`config.mk`:
```
export PLATFORM = sky130hd
export DESIGN_NAME = ffnn_layer_seq_flat
export DESIGN_NICKNAME = d
export VERILOG_FILES = /design/src/rtl/ffnn_layer_seq_if.sv /design/src/rtl/ffnn_layer_seq.sv /design/src/flat_wrapper.sv
export SDC_FILE = /design/constraint.sdc
export NUM_CORES = 1
export LEC_CHECK = 0
export CAP_MARGIN = 20
export CORE_ASPECT_RATIO = 1.75
export CORE_MARGIN = 2
export CORE_UTILIZATION = 65
export CTS_BUF_LIST = sky130_fd_sc_hd__clkbuf_8 sky130_fd_sc_hd__clkbuf_16
export DETAILED_ROUTE_END_ITERATION = 16
export DONT_BUFFER_PORTS = 1
export PLACE_DENSITY = 0.78
export SETUP_SLACK_MARGIN = 0.2
export SLEW_MARGIN = 20
export SYNTH_ARGS = -nofsm -noshare
export SYNTH_HDL_FRONTEND = slang
export SYNTH_SLANG_ARGS = --single-unit
```
`constraint.sdc`:
```
create_clock -name clk -period 9.89 [get_ports clk]
set_input_delay 1.978 -clock clk [delete_from_list [all_inputs] [get_ports clk]]
set_output_delay 1.978 -clock clk [all_outputs]
set_load 0.005 [all_outputs]
```
`src/rtl/ffnn_layer_seq_if.sv`:
```
// Handshake and parameter-write bundle for one ffnn_layer_seq instance.
interface ffnn_layer_seq_if #(
  parameter int DATA_W = 8,
  parameter int N_IN   = 4,
  parameter int N_OUT  = 3
);
  localparam int NPAR = N_OUT * (N_IN + 1);
  localparam int AW   = (NPAR > 1) ? $clog2(NPAR) : 1;

  logic                     w_we;
  logic [AW-1:0]            w_addr;
  logic signed [DATA_W-1:0] w_data;
  logic                     w_ack;
  logic                     in_valid;
  logic                     in_ready;
  logic [N_IN*DATA_W-1:0]   in_data;
  logic                     out_valid;
  logic                     out_ready;
  logic [N_OUT*DATA_W-1:0]  out_data;
  logic                     busy;

  modport master (
    output w_we, w_addr, w_data, in_valid, in_data, out_ready,
    input  w_ack, in_ready, out_valid, out_data, busy
  );

  modport slave (
    input  w_we, w_addr, w_data, in_valid, in_data, out_ready,
    output w_ack, in_ready, out_valid, out_data, busy
  );
endinterface

```
`src/rtl/ffnn_layer_seq.sv`:
```
// Sequential fully-connected layer: one shared MAC walks every neuron/input pair,
// then the saturated (optionally ReLU'd) results are held until downstream accepts.
module ffnn_layer_seq #(
  parameter int DATA_W = 8,
  parameter int N_IN   = 4,
  parameter int N_OUT  = 3,
  parameter int ACC_W  = 2*DATA_W + $clog2(N_IN) + 1,
  parameter bit RELU   = 1'b1
) (
  input logic              clk,
  input logic              rst_n,
  ffnn_layer_seq_if.slave  bus
);
  localparam int NPAR = N_OUT * (N_IN + 1);
  localparam int AW   = (NPAR > 1) ? $clog2(NPAR) : 1;
  localparam int IW   = (N_IN > 1) ? $clog2(N_IN) : 1;
  localparam int JW   = (N_OUT > 1) ? $clog2(N_OUT) : 1;
  localparam int PW   = 2 * DATA_W;

  localparam logic signed [ACC_W-1:0] Y_MAX = ACC_W'((2 ** (DATA_W - 1)) - 1);
  localparam logic signed [ACC_W-1:0] Y_MIN = ~Y_MAX;

  typedef enum logic [1:0] {IDLE, MAC, ACT, DONE} state_e;

  state_e                    state_q, state_d;
  logic [IW-1:0]             i_q, i_d;
  logic [JW-1:0]             j_q, j_d;
  logic signed [DATA_W-1:0]  x_q [N_IN];
  logic signed [DATA_W-1:0]  p_q [NPAR];
  logic signed [ACC_W-1:0]   acc_q, acc_d;
  logic signed [DATA_W-1:0]  y_q [N_OUT];
  logic                      w_ack_q;

  logic                      accept;
  logic                      wr_ok;
  logic                      i_last, j_last;
  logic [AW-1:0]             widx, bidx;
  logic signed [PW-1:0]      prod;

  function automatic logic signed [ACC_W-1:0] act_f(input logic signed [ACC_W-1:0] a);
    if (RELU && a[ACC_W-1]) return '0;
    return a;
  endfunction

  function automatic logic signed [DATA_W-1:0] sat_f(input logic signed [ACC_W-1:0] a);
    if (a > Y_MAX) return Y_MAX[DATA_W-1:0];
    if (a < Y_MIN) return Y_MIN[DATA_W-1:0];
    return a[DATA_W-1:0];
  endfunction

  assign i_last = (i_q == IW'(N_IN - 1));
  assign j_last = (j_q == JW'(N_OUT - 1));

  // Parameter writes only land while idle and in range; a same-cycle accept sees them on the next edge.
  assign wr_ok = bus.w_we && (state_q == IDLE) &&
                 ({1'b0, bus.w_addr} < (AW+1)'(NPAR));

  always_comb begin
    state_d = state_q;
    i_d     = i_q;
    j_d     = j_q;
    accept  = 1'b0;
    case (state_q)
      IDLE: begin
        if (bus.in_valid) begin
          accept  = 1'b1;
          state_d = MAC;
          i_d     = '0;
          j_d     = '0;
        end
      end
      MAC: begin
        if (i_last) begin
          i_d = '0;
          if (j_last) begin
            j_d     = '0;
            state_d = ACT;
          end else begin
            j_d = j_q + JW'(1);
          end
        end else begin
          i_d = i_q + IW'(1);
        end
      end
      ACT:     state_d = DONE;
      DONE:    if (bus.out_ready) state_d = IDLE;
      default: state_d = IDLE;
    endcase
  end

  always_ff @(posedge clk) begin
    if (!rst_n) begin
      state_q <= IDLE;
      i_q     <= '0;
      j_q     <= '0;
    end else begin
      state_q <= state_d;
      i_q     <= i_d;
      j_q     <= j_d;
    end
  end

  // Bias for neuron j sits after all weights in the register file.
  always_comb begin
    widx  = AW'(j_q) * AW'(N_IN) + AW'(i_q);
    bidx  = AW'(N_OUT * N_IN) + AW'(j_q);
    prod  = PW'(x_q[i_q]) * PW'(p_q[widx]);
    acc_d = ((i_q == '0) ? ACC_W'(p_q[bidx]) : acc_q) + ACC_W'(prod);
  end

  always_ff @(posedge clk) begin
    if (!rst_n) begin
      acc_q   <= '0;
      w_ack_q <= 1'b0;
      for (int k = 0; k < NPAR; k++) p_q[k] <= '0;
      for (int k = 0; k < N_OUT; k++) y_q[k] <= '0;
    end else begin
      w_ack_q <= wr_ok;
      if (wr_ok) p_q[bus.w_addr] <= bus.w_data;
      if (state_q == MAC) begin
        acc_q <= acc_d;
        if (i_last) y_q[j_q] <= sat_f(act_f(acc_d));
      end
    end
  end

  // The input buffer decouples the result from in_data after acceptance.
  always_ff @(posedge clk) begin
    if (accept) begin
      for (int k = 0; k < N_IN; k++) x_q[k] <= bus.in_data[k*DATA_W +: DATA_W];
    end
  end

  for (genvar g = 0; g < N_OUT; g++) begin : g_out
    assign bus.out_data[g*DATA_W +: DATA_W] = y_q[g];
  end

  assign bus.in_ready  = (state_q == IDLE);
  assign bus.out_valid = (state_q == DONE);
  assign bus.busy      = (state_q == MAC) || (state_q == ACT);
  assign bus.w_ack     = w_ack_q;
endmodule

```
`src/flat_wrapper.sv`:
```
// flat-port wrapper written by rule: the top's interface ports become plain ports
module ffnn_layer_seq_flat 
#(
  parameter int DATA_W = 8,
  parameter int N_IN   = 4,
  parameter int N_OUT  = 3,
  parameter int ACC_W  = 2*DATA_W + $clog2(N_IN) + 1,
  parameter bit RELU   = 1'b1
)
  (clk, rst_n, bus_w_we, bus_w_addr, bus_w_data, bus_in_valid, bus_in_data, bus_out_ready, bus_w_ack, bus_in_ready, bus_out_valid, bus_out_data, bus_busy);
  ffnn_layer_seq_if #(.DATA_W(DATA_W), .N_IN(N_IN), .N_OUT(N_OUT)) bus_i ();
  input logic clk;
  input logic rst_n;
  input wire logic [$bits(bus_i.w_we)-1:0] bus_w_we;
  input wire logic [$bits(bus_i.w_addr)-1:0] bus_w_addr;
  input wire logic [$bits(bus_i.w_data)-1:0] bus_w_data;
  input wire logic [$bits(bus_i.in_valid)-1:0] bus_in_valid;
  input wire logic [$bits(bus_i.in_data)-1:0] bus_in_data;
  input wire logic [$bits(bus_i.out_ready)-1:0] bus_out_ready;
  output wire logic [$bits(bus_i.w_ack)-1:0] bus_w_ack;
  output wire logic [$bits(bus_i.in_ready)-1:0] bus_in_ready;
  output wire logic [$bits(bus_i.out_valid)-1:0] bus_out_valid;
  output wire logic [$bits(bus_i.out_data)-1:0] bus_out_data;
  output wire logic [$bits(bus_i.busy)-1:0] bus_busy;
  assign bus_i.w_we = bus_w_we;
  assign bus_i.w_addr = bus_w_addr;
  assign bus_i.w_data = bus_w_data;
  assign bus_i.in_valid = bus_in_valid;
  assign bus_i.in_data = bus_in_data;
  assign bus_i.out_ready = bus_out_ready;
  assign bus_w_ack = bus_i.w_ack;
  assign bus_in_ready = bus_i.in_ready;
  assign bus_out_valid = bus_i.out_valid;
  assign bus_out_data = bus_i.out_data;
  assign bus_busy = bus_i.busy;
  ffnn_layer_seq #(.DATA_W(DATA_W), .N_IN(N_IN), .N_OUT(N_OUT), .ACC_W(ACC_W), .RELU(RELU)) u_core (.clk(clk), .rst_n(rst_n), .bus(bus_i));
endmodule
```
==> out/results.ini <==
[run_status]
status = finished clean

[hold_path]
worstHoldPathType = reg2reg
min_from = u_core.acc_q[10]
hold_depth = 2

[setup_path]
cpLargestDelayFamily = adder cells
required_ns = 10.08
cp.buffers_inverters = 2
crit_cells = 19
cpPeakStageDelay_ns = 0.85
rr_worst_depth = 19
critPathMostFrequentCell = fa_1
crit_path_start_kind = flop
reg2reg_slack_ns = 1.68
path_class = reg2reg
startpoint = u_core.j_q[0]
crit_slowest_cell = nor4_4
cp_max_fo = 21
path_cells = inv_2, nor2_1, a221oi_1, o21ai_0, o21ai_1, or2_2, fa_1, fa_1, inv_1, fa_1, fa_1, fa_1, ha_1, o21ai_0, o2111a_1, a211oi_1, nand4_1, nor4_4, a31oi_1
worstReg2RegStart = u_core.j_q[0]
end_kind = flop
cp.arrival_ns = 8.40

[clock_network]
clkLatencyLatePin_ns = 0.49
numClockSinks = 212
ctsRootBufferMaster = clkbuf_16
hold_buffers = 0
cts_buffers = 19
h-tree-depth = 1
clkTransAtPathRegs_ns = 0.07
cts_buffer_depth = 3
postCtsSetupRepairBufs = 0
cts_tree = done
cts_resized = 0

[timing]
fin_ws_ns = 1.676
period_share_pct = 83.05
setup_viol = 0
rsz0062_at_grt = false
timing.fmax_ghz = 0.1217
worst_slew_pin_slew_ns = 1.030
finClkSkew_ns = 0.01300
period_needed_ns = 8.214
setup_total_negative_slack_ns = 0
finalHoldViolations = 0
maxSlewViolCount = 0
maxSlewHeadroom_pct = 30.64
holdWs_ns = 0.4897

[final_layout]
drive_above_1_share_pct = 10.58
n_antenna_cell = 0
final_util_pct = 70.61
area_growth_pct = 6.573
nets = 1201

[grt]
grt_max_degree = 33
first_global_vias = 8544
grt_overflow_total = 0
antenna_found_initial = 0
grt_pass1_wl_um = 46590
gr-usage-all-layers_pct = 29.05

[yosys]
yosys.area.top_type = edfxtp_1
synth_area_mm2 = 0.01302
synth_ff_type = edfxtp_1
ys_types = 59
ys_ff_latch = 212
yosysMostFrequentCell = edfxtp_1
synth-edff-count = 184
syn_inst = 1015
synth_commonest_cells = edfxtp_1, and2_1, inv_1
synth_area_leaders = edfxtp_1, fa_1, mux4_2
yosys_warnings = 0
ys_seq_area_share_pct = 46.74
synth_top_area_share_pct = 42.43
syn_area_per_cell_um2 = 12.83
async_reset_ff_share_pct = 0

[detailed_routing]
routedLengthMet1_um = 9810
met2_length_um = 17150
drc = 0
drt-total-wl_um = 29430
post_drt_wl_per_cell_um = 23.08
dr_wl_met3_um = 928
drtAntennaViolNets = 0
drt_iter0_markers = 437
top_layer_used = met4
via_count = 7813
first_pass_iters = 5
vias_per_cell = 6.128

[placement]
pre_cts_ws_ns = 1.737
place.gp.congestion = 0.9857
port_buffers = 0
place_hpwl_um = 22610

[die]
die_y_um = 191.2
die_x_um = 111.0
start_util_pct = 66.25
rows = 68
design.die.area_mm2 = 0.02123
core-area_mm2 = 0.01965
io_pins = 77

[job]
maxCapViolCount = 0

## registers in the layout (all words and copies together), names as in the netlist, named ones only
name and flops:
u_core.j_q 2, u_core.bus.w_ack 1, u_core.x_q 32, u_core.acc_q 19, u_core.p_q 128, u_core.y_q 24, u_core.state_q 2, u_core.i_q 2
## per-layer routing
metal	GRT usage [%]	up-vias
met5	0	-
met4	13.65	0
met3	2.283	74
met2	57.50	232
met1	30.86	3931
li1	-	3576
## final cells by class
cell class | count | area [um2]
multi-input combinational | 662 | 6380
sequential | 212 | 6088
fill | 1366 | 5777
clock buffer | 19 | 475.5
inverter | 110 | 412.9
tap | 245 | 306.5
clock inverter | 14 | 118.9
timing repair buffer | 13 | 95.09
## metrics by stage
stage	cell area, um2	instances
2_1_floorplan	13060	1025
3_3_place_gp	13280	1241
3_5_place_dp	13280	1241
4_1_cts	13870	1274
5_1_grt	13880	1275
6_report	13880	1275
## final timing paths
kind,endpoint
max,u_core.y_q[0][5]
min,u_core.acc_q[10]
max reg2reg,u_core.y_q[0][5]
min reg2reg,u_core.acc_q[10]
## logic make-up after synthesis
kind of cell	Yosys count	share of synthesized area (%)
AO/OA/AOI/OAI	129	6.611
buffers and inverters	151	4.555
flip-flops	212	46.74
other	1	0.02880
XOR/XNOR	15	1.009
adder cells (fa/ha/maj)	134	17.72
AND/OR/NAND/NOR	296	12.47
multiplexers	77	10.87
## tightest hold or removal path, stage by stage, from the launching register on
cell and delay, ns:
dfxtp_1 0.31, nor2_1 0.08, a211oi_1 0.05
## layout by cell type (no fill, tap or decap), types with 7 or more instances in the layout
| master | netlist | routed |
|---|---|---|
| dfxtp_1 | 28 | 26 |
| xnor2_1 | 13 | 13 |
| buf_4 | 0 | 12 |
| conb_1 | 1 | 11 |
| clkbuf_16 | 0 | 19 |
| nand2_1 | 33 | 33 |
| a21oi_1 | 17 | 17 |
| a211oi_1 | 9 | 9 |
| a31oi_1 | 24 | 24 |
| mux4_2 | 51 | 51 |
| nand3_1 | 8 | 8 |
| o21ai_0 | 35 | 30 |
| nor2_1 | 59 | 59 |
| edfxtp_1 | 184 | 184 |
| mux2i_1 | 21 | 21 |
| nand2b_1 | 10 | 10 |
| nor3_1 | 11 | 11 |
| inv_1 | 108 | 109 |
| fa_1 | 84 | 84 |
| ha_1 | 50 | 50 |
| and2_1 | 158 | 158 |
| o21ai_1 | 2 | 7 |
Power is left out: the tool's default activity adds up to more than one toggle a clock period on the data nets, which glitch-free logic cannot reach.
